### src/rtl/piano_voice_allocator.sv
// Polyphony controller: turns key level changes into queued press/release events
// and assigns pressed keys to a bank of voice generators, stealing the oldest when full.
module piano_voice_allocator #(
  parameter int N_KEYS   = 12,
  parameter int N_VOICES = 4
) (
  input  logic                  clk,
  input  logic                  reset,
  input  logic [N_KEYS-1:0]     key_down,
  input  logic [2:0]            octave_in,
  output logic [N_VOICES-1:0]   voice_active,
  output logic [4*N_VOICES-1:0] voice_key,
  output logic [3*N_VOICES-1:0] voice_octave,
  output logic                  steal_pulse,
  output logic                  busy
);

  typedef enum logic [1:0] {IDLE, REL, ALLOC} state_t;

  localparam logic [2:0] AGE_MAX = 3'(N_VOICES - 1);

  state_t              state, state_next;
  logic [N_KEYS-1:0]   key_q, rise, fall;
  logic [N_KEYS-1:0]   pend_press, pend_rel, clr_press, clr_rel;
  logic [3:0]          idx, pick_rel, pick_press;
  logic [3:0]          key_r [N_VOICES];
  logic [2:0]          oct_r [N_VOICES];
  logic [2:0]          age   [N_VOICES];
  logic                hit, free_found;
  logic [2:0]          free_sel, steal_sel, sel, max_age;

  function automatic logic [3:0] lowest(input logic [N_KEYS-1:0] m);
    lowest = '0;
    for (int i = N_KEYS - 1; i >= 0; i--)
      if (m[i]) lowest = 4'(i);
  endfunction

  assign rise       = key_down & ~key_q;
  assign fall       = ~key_down & key_q;
  assign pick_rel   = lowest(pend_rel);
  assign pick_press = lowest(pend_press);

  always_ff @(posedge clk or posedge reset) begin
    if (reset) state <= IDLE;
    else       state <= state_next;
  end

  always_comb begin
    state_next = state;
    case (state)
      IDLE:       if (|pend_rel) state_next = REL;
                  else if (|pend_press) state_next = ALLOC;
      REL, ALLOC: state_next = IDLE;
      default:    state_next = IDLE;
    endcase
  end

  always_comb begin
    clr_rel   = '0;
    clr_press = '0;
    if (state == IDLE) begin
      for (int i = 0; i < N_KEYS; i++) begin
        clr_rel[i]   = (|pend_rel) && (pick_rel == 4'(i));
        clr_press[i] = !(|pend_rel) && (|pend_press) && (pick_press == 4'(i));
      end
    end
    busy = (state != IDLE) || (|pend_press) || (|pend_rel);
  end

  always_ff @(posedge clk or posedge reset) begin
    if (reset) begin
      key_q      <= '0;
      pend_press <= '0;
      pend_rel   <= '0;
      idx        <= '0;
    end else begin
      key_q      <= key_down;
      // NOTE: set terms are applied after the FSM clear so a same-cycle event on the consumed key survives.
      pend_press <= ((pend_press & ~clr_press) | rise) & ~fall;
      pend_rel   <= (pend_rel & ~clr_rel) | fall;
      if (state == IDLE) begin
        if (|pend_rel)        idx <= pick_rel;
        else if (|pend_press) idx <= pick_press;
      end
    end
  end

  // Allocation choice: existing holder, else lowest free voice, else oldest (lowest index on tie).
  always_comb begin
    hit        = 1'b0;
    free_found = 1'b0;
    free_sel   = '0;
    steal_sel  = '0;
    max_age    = age[0];
    for (int v = 0; v < N_VOICES; v++)
      if (voice_active[v] && key_r[v] == idx) hit = 1'b1;
    for (int v = N_VOICES - 1; v >= 0; v--)
      if (!voice_active[v]) begin
        free_found = 1'b1;
        free_sel   = 3'(v);
      end
    for (int v = 1; v < N_VOICES; v++)
      if (age[v] > max_age) begin
        max_age   = age[v];
        steal_sel = 3'(v);
      end
    sel = free_found ? free_sel : steal_sel;
  end

  always_ff @(posedge clk or posedge reset) begin
    if (reset) begin
      voice_active <= '0;
      steal_pulse  <= 1'b0;
      for (int v = 0; v < N_VOICES; v++) begin
        key_r[v] <= '0;
        oct_r[v] <= '0;
        age[v]   <= '0;
      end
    end else begin
      steal_pulse <= 1'b0;
      case (state)
        REL: begin
          for (int v = 0; v < N_VOICES; v++)
            if (voice_active[v] && key_r[v] == idx) voice_active[v] <= 1'b0;
        end
        ALLOC: begin
          if (hit) begin
            for (int v = 0; v < N_VOICES; v++)
              if (voice_active[v] && key_r[v] == idx) age[v] <= '0;
          end else begin
            steal_pulse <= !free_found;
            for (int v = 0; v < N_VOICES; v++) begin
              if (3'(v) == sel) begin
                voice_active[v] <= 1'b1;
                key_r[v]        <= idx;
                oct_r[v]        <= octave_in;
                age[v]          <= '0;
              end else if (voice_active[v] && age[v] != AGE_MAX) begin
                age[v] <= age[v] + 3'd1;
              end
            end
          end
        end
        default: ;
      endcase
    end
  end

  always_comb begin
    for (int v = 0; v < N_VOICES; v++) begin
      voice_key[4*v +: 4]    = key_r[v];
      voice_octave[3*v +: 3] = oct_r[v];
    end
  end

endmodule

### config.mk
export PLATFORM = sky130hd
export DESIGN_NAME = piano_voice_allocator
export DESIGN_NICKNAME = d
export VERILOG_FILES = /design/src/rtl/piano_voice_allocator.sv
export SDC_FILE = /design/constraint.sdc
export NUM_CORES = 1
export LEC_CHECK = 0
export ABC_AREA = 1
export BUFFER_PORTS_ARGS = -buffer_cell sky130_fd_sc_hd__buf_2
export CAP_MARGIN = 20
export CORE_ASPECT_RATIO = 1.25
export CORE_UTILIZATION = 40
export DETAILED_ROUTE_END_ITERATION = 6
export HOLD_SLACK_MARGIN = 0.15
export MAX_ROUTING_LAYER = met4
export SYNTH_ARGS = -nofsm -noshare
export SYNTH_HDL_FRONTEND = slang
export SYNTH_SLANG_ARGS = --single-unit
### constraint.sdc
create_clock -name clk -period 6.9 [get_ports clk]
set_input_delay 1.38 -clock clk [delete_from_list [all_inputs] [get_ports clk]]
set_output_delay 1.38 -clock clk [all_outputs]
set_load 0.05 [all_outputs]
==> out/results.md, run 1 <==
| Result | Reported |
|:---|:---|
| Wire length of the first global-routing pass | 17.5 mm |
| CP cell instances | inv_1 -> ha_1 -> nand3_1 -> a21boi_0 -> inv_1 -> nand2_1 -> o21ai_0 -> ha_1 -> nand2_1 -> o21ai_2 -> nand2_2 -> nand2_1 -> o21ai_0 -> ha_1 -> nand2_1 -> o21ai_0 -> nand2_1 -> nand2_1 -> nand2_1 -> nand2_1 -> nand2_2 -> nor2_8 -> nor2_1 -> a21oi_1 |
| Area growth from synthesis to layout | 14.6% |
| Critical hold path startpoint | key_q[2] |
| Max-slew violations | 0 |
| Antenna violations before repair | 0 |
| Total congestion overflow | 0 |
| Quantity of hold-fixing buffers added after cts | 0 |
| TNS Setup | 0 ns |
| Tightest Pin Transition | 0.756 ns |
| Setup Viol. Count Final | 0 |
| Hold Slack | 0.466 ns |
| Clock tree root buffer cell | clkbuf_16 |
| Number of search-and-repair iterations in the first detailed-routing pass | 4 |
| Diodes inserted | 0 |
| CP max-delay cell | dfrtp_1 |
| Ratio of routed vias to standard cells | 4.78 |
| Status | completed |
| Number of gates given a new drive strength after cts | 0 |
| Setup repair after global routing missed its margin | false |
| Post-CTS setup-driven buffer insertion count | 0 |
| Effective utilization at floorplan | 0.411 |
| Final hold violation count | 0 |
| Maximum single-stage delay on the critical path | 0.38 ns |
| Arrival time at the worst endpoint | 4.06 ns |
| Row Count | 44 |
| Ports placed on the boundary | 51 |
| Clock network fraction of total power | 0.444 |
| Clock tree skew after final layout | 0.0104 ns |
| Worst hold path class | register to register |
| Synthesized Nets | 638 |
| Proportion of layout cells with a drive suffix above 1 | 0.170 |
| Average footprint of a synthesized cell | 7.90 um2 |
| DP Wirelength | 8.31 mm |
| Leading cell type in the layout, fill and taps excluded | nand2_1 |
| Number of buffers on the longest clock path | 2 |
| Max Clock Freq | 0.263 GHz |
| Worst skew pair latency | 0.34 ns |
| Classification of the worst setup path | register to register |
| Comb power frac | 0.076 |
| Most prevalent standard cell on the critical path | nand2_1 |
| CTS buffer count | 9 |
| Slew headroom | 0.496 |
| Core region area | 0.0116 mm2 |
| Power density over the cells | 206 mW/mm2 |
| Overall power after layout | 0.00113 W |
| Final weighted congestion of routability-driven global placement | 0.897 |
| Data required time at the worst endpoint | 7.17 ns |
| Largest net degree at the start of global routing | 59 |
| Residual DRC count | 0 |
| Clk sink count | 87 |
| Utilization after layout | 0.471 |
| IO buf count | 50 |
| Sequential element share of the synthesized area | 0.456 |
| Switching power summed over all nets | 0.000290 W |
| Post-synthesis instance area | 0.00477 mm2 |
| Vias in the first global route | 3773 |
| TritonCTS clock tree | built |
| Share of the clock period used by the worst path | 0.550 |
| Startpoint class of the critical path | register |
| Detailed-route wire length per cell | 12.8 um |
| Startpoint of the worst register-to-register path | age[10] |
| Int Power | 0.000836 W |
| Flip-flop and latch count after synthesis | 87 |
| Critical path peak fanout | 15 |
| Global-route usage over all layers | 0.191 |
| Chip Height | 124 um |
| Nets@finish | 693 |
| Gate count after technology mapping | 604 |
| Clock input transition at the sequential cells of the worst setup and hold paths | 0.07 ns |
| Worst supply voltage drop on vdd | 0.130 mV |
| Remaining number of nets flagged by the antenna check after routing | 0 |
| Layout filler cell count | 1167 |
| Total length of routed wires | 10.5 mm |
| Crit end category | register |
| DIE AREA | 0.0124 mm2 |
| Final critical delay including setup and external delays | 3.80 ns |
| Net switching share of the total power | 0.257 |
| Startpoint of the most critical setup path | age[10] |
| Number of warnings reported in the yosys synthesis log | 0 |
| Synth cell types | 35 |
| Total via count in the routed design | 3943 |
| Most frequent cells in the layout | nand2_1, dfrtp_1, inv_1, nor2_1, buf_2 |
| Number of H-tree levels | 3 |
| Lkg Pwr | 2.87 nW |
| Die width | 99.7 um |
| # Max-Cap Violations | 0 |
| Register share of total power | 0.480 |
| Detailed router's first-iteration violation count | 198 |
## synthesized netlist by cell type (all sizes together)
cell type  number  area share
o21ai          51       0.057
xor2            2      0.0037
ha             17       0.045
a21boi          1      0.0016
nor2           68       0.066
nand3          46       0.057
or2             8       0.010
a21oi          27       0.031
nand2         174        0.15
inv            88       0.070
nand4           7      0.0092
clkinv          1     0.00079
o22ai           2      0.0026
nand3b          1      0.0042
dfrtp          87        0.46
a31oi           5      0.0066
nor3            7       0.010
xnor2           2      0.0037
buf             7       0.015
o211ai          3      0.0047
## final timing paths
check	to	slack, ns	cells past startpoint
max	voice_key[9]	3.10	24
min	pend_press[2]	0.47	1
max reg2reg	voice_key[9]	3.10	24
min reg2reg	pend_press[2]	0.47	1
max in group asynchronous	voice_octave[7]	4.68	3
min in group asynchronous	key_q[3]	1.06	2
## final cells by class
class                           instances  area (um2)  share of cell area
Multi-Input combinational cell        421        2180               0.399
Clock inverter                          7        81.3              0.0149
Timing Repair Buffer                   51         258              0.0472
Tap cell                              161         201              0.0369
Inverter                               89         340              0.0623
Clock buffer                            9         225              0.0412
Sequential cell                        87        2180               0.398
## power by group through the flow
stage	clock network (W)	logic, W	registers, W
6_report	0.000500	0.0000855	0.000540
5_1_grt	0.000536	0.0000986	0.000542
4_1_cts	0.000511	0.0000871	0.000540
3_5_place_dp	0	0.0000869	0.000550
3_3_place_gp	0	0.0000850	0.000550
2_1_floorplan	0	0.0000648	0.000544
## worst max-delay path: cells and delay by family (launching register included)
kind                       cells  cell delay, ns
AOI/OAI and AO/OA              6            0.92
and+or+nand+nor               13            1.31
DFF                            1            0.38
buffers and inverters          2            0.21
adders and majority gates      3            0.91
## cells by family after synthesis
| family | synth area share |
|---|---|
| XOR/XNOR | 0.00734 |
| AND/OR/NAND/NOR | 0.303 |
| flip-flops | 0.456 |
| AO/OA/AOI/OAI | 0.103 |
| buffers and inverters | 0.0860 |
| adder cells (fa/ha/maj) | 0.0446 |
## layer usage
metal | wire length, um | GRT usage | vias up
li1 | - | - | 2045
met1 | 4510 | 0.215 | 1821
met2 | 5550 | 0.336 | 60
met3 | 241 | 0.0247 | 17
met4 | 235 | 0.0919 | 0
met5 | 0 | - | -
## stage by stage
step | setup slack [ns] | area, um2 | instances
CTS | 3.06 | 5470 | 825
global placement | 3.26 | 5160 | 809
global route | 2.63 | 5470 | 825
finish | 3.10 | 5470 | 825
detailed placement | 3.07 | 5160 | 809
floorplan | 3.27 | 4770 | 604
## state kept, by name, indices dropped and copies added (netlist names)
| signal | count |
|---|---|
| voice_octave | 12 |
| steal_pulse | 1 |
| idx | 4 |
| pend_rel | 12 |
| state | 2 |
| pend_press | 12 |
| voice_key | 16 |
| voice_active | 4 |
| key_q | 12 |
| age | 12 |
Note: power is estimated with default switching activity, not from simulation.
==> inputs of run 2 (changes only) <==
==> constraint.sdc (replaced) <==
create_clock -name clk -period 3.2 [get_ports clk]
set_input_delay 0.64 -clock clk [delete_from_list [all_inputs] [get_ports clk]]
set_output_delay 0.64 -clock clk [all_outputs]
set_load 0.05 [all_outputs]
==> run 2 against run 1 <==
The run now ends with negative setup slack left. Critical path type unchanged. Routed wire length grew 17%. Largest power group is now the clock network. Sequential cell count is the same. Critical path depth shrank 3. Count of clock-buffer cells in the layout is the same. Register-to-register slack lost 3.4 ns. Total power grew 130%. Largest cell class unchanged. Setup slack lost 3.4 ns. Final area grew 10%. Fmax grew 7.7%.
==> out/results.md, run 2 (synthesis results as in run 1) <==
| Result | Reported | Change |
|:---|:---|:---|
| Number of buffers on the longest clock path | 2 | unchanged |
| Critical path peak fanout | 5 | -10 |
| Antenna violations before repair | 0 | unchanged |
| Total length of routed wires | 12.3 mm | +17% |
| Startpoint class of the critical path | register |  |
| Cell family with the largest share of critical-path delay | compound AO/OA/AOI/OAI gates |  |
| Residual DRC count | 0 | unchanged |
| Max Clock Freq | 0.284 GHz | +7.7% |
| Setup Viol. Count Final | 44 | +44 |
| # Max-Cap Violations | 0 | unchanged |
| TritonCTS clock tree | built |  |
| Top layer in use | met4 |  |
| Wire length of the first global-routing pass | 19.3 mm | +10% |
| Detailed router's first-iteration violation count | 231 | +17% |
| Diodes inserted | 0 | unchanged |
| Total congestion overflow | 0 | unchanged |
| Most prevalent standard cell on the critical path | nand2_2 |  |
| Number of search-and-repair iterations in the first detailed-routing pass | 5 | +1 |
| Overall power after layout | 0.00260 W | +130% |
| Length of routed met3 wiring | 347 um | +44% |
| Classification of the worst setup path | register to register |  |
| DP Wirelength | 8.72 mm | +5.0% |
| Pre-CTS WS | -0.265 ns | -3.34 ns |
| Clock input transition at the sequential cells of the worst setup and hold paths | 0.07 ns | about the same |
| Final hold violation count | 0 | unchanged |
| Clk sink count | 87 | unchanged |
| Max-slew violations | 0 | unchanged |
| Area growth from synthesis to layout | 26.5% |  |
| Nets@finish | 718 | +3.6% |
| Share of the clock period used by the worst path | 1.10 | +0.552 |
| Die width | 99.7 um | unchanged |
| Routed metal-1 wire length | 4.99 mm | +11% |
| Most frequent cells in the layout | nand2_1, dfrtp_1, inv_1, nor2_1, buf_2 |  |
| Setup repair after global routing missed its margin | true |  |
| Lkg Pwr | 3.05 nW | +6.2% |
| Flip-flop count of the largest register after layout | 16 | unchanged |
| Tightest Pin Transition | 0.626 ns | -0.130 ns |
| CP max-delay cell | dfrtp_2 |  |
| Maximum single-stage delay on the critical path | 0.44 ns | +0.06 ns |
| DIE AREA | 0.0124 mm2 | unchanged |
| Detailed route wirelength on metal2 | 6.76 mm | +22% |
| Startpoint of the worst register-to-register path | age[8] |  |
| Final weighted congestion of routability-driven global placement | 0.900 | +0.25% |
| TNS Setup | -12.39 ns | -12.39 ns |
| Slew headroom | 0.582 | +0.0861 |
| Arrival time at the worst endpoint | 3.80 ns | -0.26 ns |
| Detailed-route wire length per cell | 14.4 um | +13% |
| Largest net degree at the start of global routing | 37 | -37% |
| Ratio of routed vias to standard cells | 4.92 | +3.0% |
| Placed insts | 825 | +2.0% |
| Leading cell type in the layout, fill and taps excluded | nand2_1 |  |
| Status | complete, but fails checks |  |
| Worst hold path class | input port to async pin |  |
| Global-route usage over all layers | 0.209 | +0.0182 |
| Remaining number of nets flagged by the antenna check after routing | 0 | unchanged |
| Worst skew pair latency | 0.35 ns | about the same |
| Clock tree skew after final layout | 0.0119 ns | +0.00153 ns |
| Cell Count, Final, Fillers Out | 850 | +3.0% |
| CP cell instances | ha_4 -> a21oi_4 -> a21oi_2 -> a31oi_2 -> ha_4 -> a21oi_2 -> o21ai_4 -> nand2_2 -> o21ai_2 -> ha_1 -> nand2_1 -> o21ai_1 -> nand2_2 -> nand3_4 -> nand2_4 -> nand2_8 -> buf_6 -> nand2_2 -> nor2_1 -> nand3_1 -> nand2_1 |  |
| Min setup slack post-route | -0.326 ns | -3.43 ns |
| IO buf count | 50 | unchanged |
| Power density over the cells | 431 mW/mm2 | +110% |
| Worst supply voltage drop on vdd | 0.243 mV | +87% |
| CTS buffer count | 9 | unchanged |
| Quantity of hold-fixing buffers added after cts | 0 | unchanged |
| Clock tree root buffer cell | clkbuf_16 |  |
| Vias in the first global route | 4072 | +7.9% |
| Proportion of layout cells with a drive suffix above 1 | 0.267 | +0.0969 |
| Final critical delay including setup and external delays | 3.53 ns | -0.270 ns |
| Chip Height | 124 um | unchanged |
| Number of buffers and inverters on the critical path | 1 | -1 |
| Utilization after layout | 0.520 | +0.0491 |
| Data required time at the worst endpoint | 3.48 ns | -3.69 ns |
| Startpoint of the most critical setup path | age[8] |  |
| Ports placed on the boundary | 51 | unchanged |
| Row Count | 44 | unchanged |
| Crit end category | register |  |
| Total via count in the routed design | 4184 | +6.1% |
| Effective utilization at floorplan | 0.411 | unchanged |
| Violations in the final reports | negative setup slack |  |
| Core region area | 0.0116 mm2 | unchanged |
| Number of H-tree levels | 3 | unchanged |
[run 2: cell type report]
| class | count | area [um2] |
|---|---|---|
| fillers | 1129 | 5580 |
| clock buffers | 9 | 225 |
| flip-flops and latches | 87 | 2180 |
| inverters | 89 | 348 |
| well taps | 161 | 201 |
| clock inverters | 7 | 125 |
| multi-input cells | 424 | 2530 |
| repair buffers | 73 | 430 |
[run 2: what timing repair did]
item	4_1_cts	5_1_grt
resized for setup	18	39
pin swaps	22	23
cloned	2	1
setup endpoints to repair	44	44
buffers inserted	4	2
[run 2: path summary, 6_finish.rpt]
| check | end | slack, ns | cells after the start |
|---|---|---|---|
| worst max-delay path | age[5] | -0.33 | 21 |
| worst min-delay path | voice_key[8] | 0.35 | 2 |
| worst max register to register | age[5] | -0.33 | 21 |
| worst min register to register | pend_press[2] | 0.48 | 1 |
| max in group asynchronous | idx[3] | 2.13 | 3 |
| min in group clk | key_q[2] | 0.41 | 1 |
[run 2: stage by stage]
step                area [um2]  hold WS (ns)
floorplan                 4840         0.435
global placement          5350         0.445
detailed placement        5350         0.459
CTS                       5830         0.378
global route              6040         0.410
finish                    6040         0.354
[run 2: power breakdown]
part	switching (W)	internal, W	leakage, nW
clock	0.000474	0.000775	0.171
sequential	0.0000303	0.00114	1.03
combinational	0.000135	0.0000536	1.85
[run 2: routing by layer]
metal / GRT usage / vias up
met2: 0.381 / 74
met3: 0.0253 / 17
met4: 0.0781 / 0
met5: - / -
met1: 0.235 / 1997
li1: - / 2096
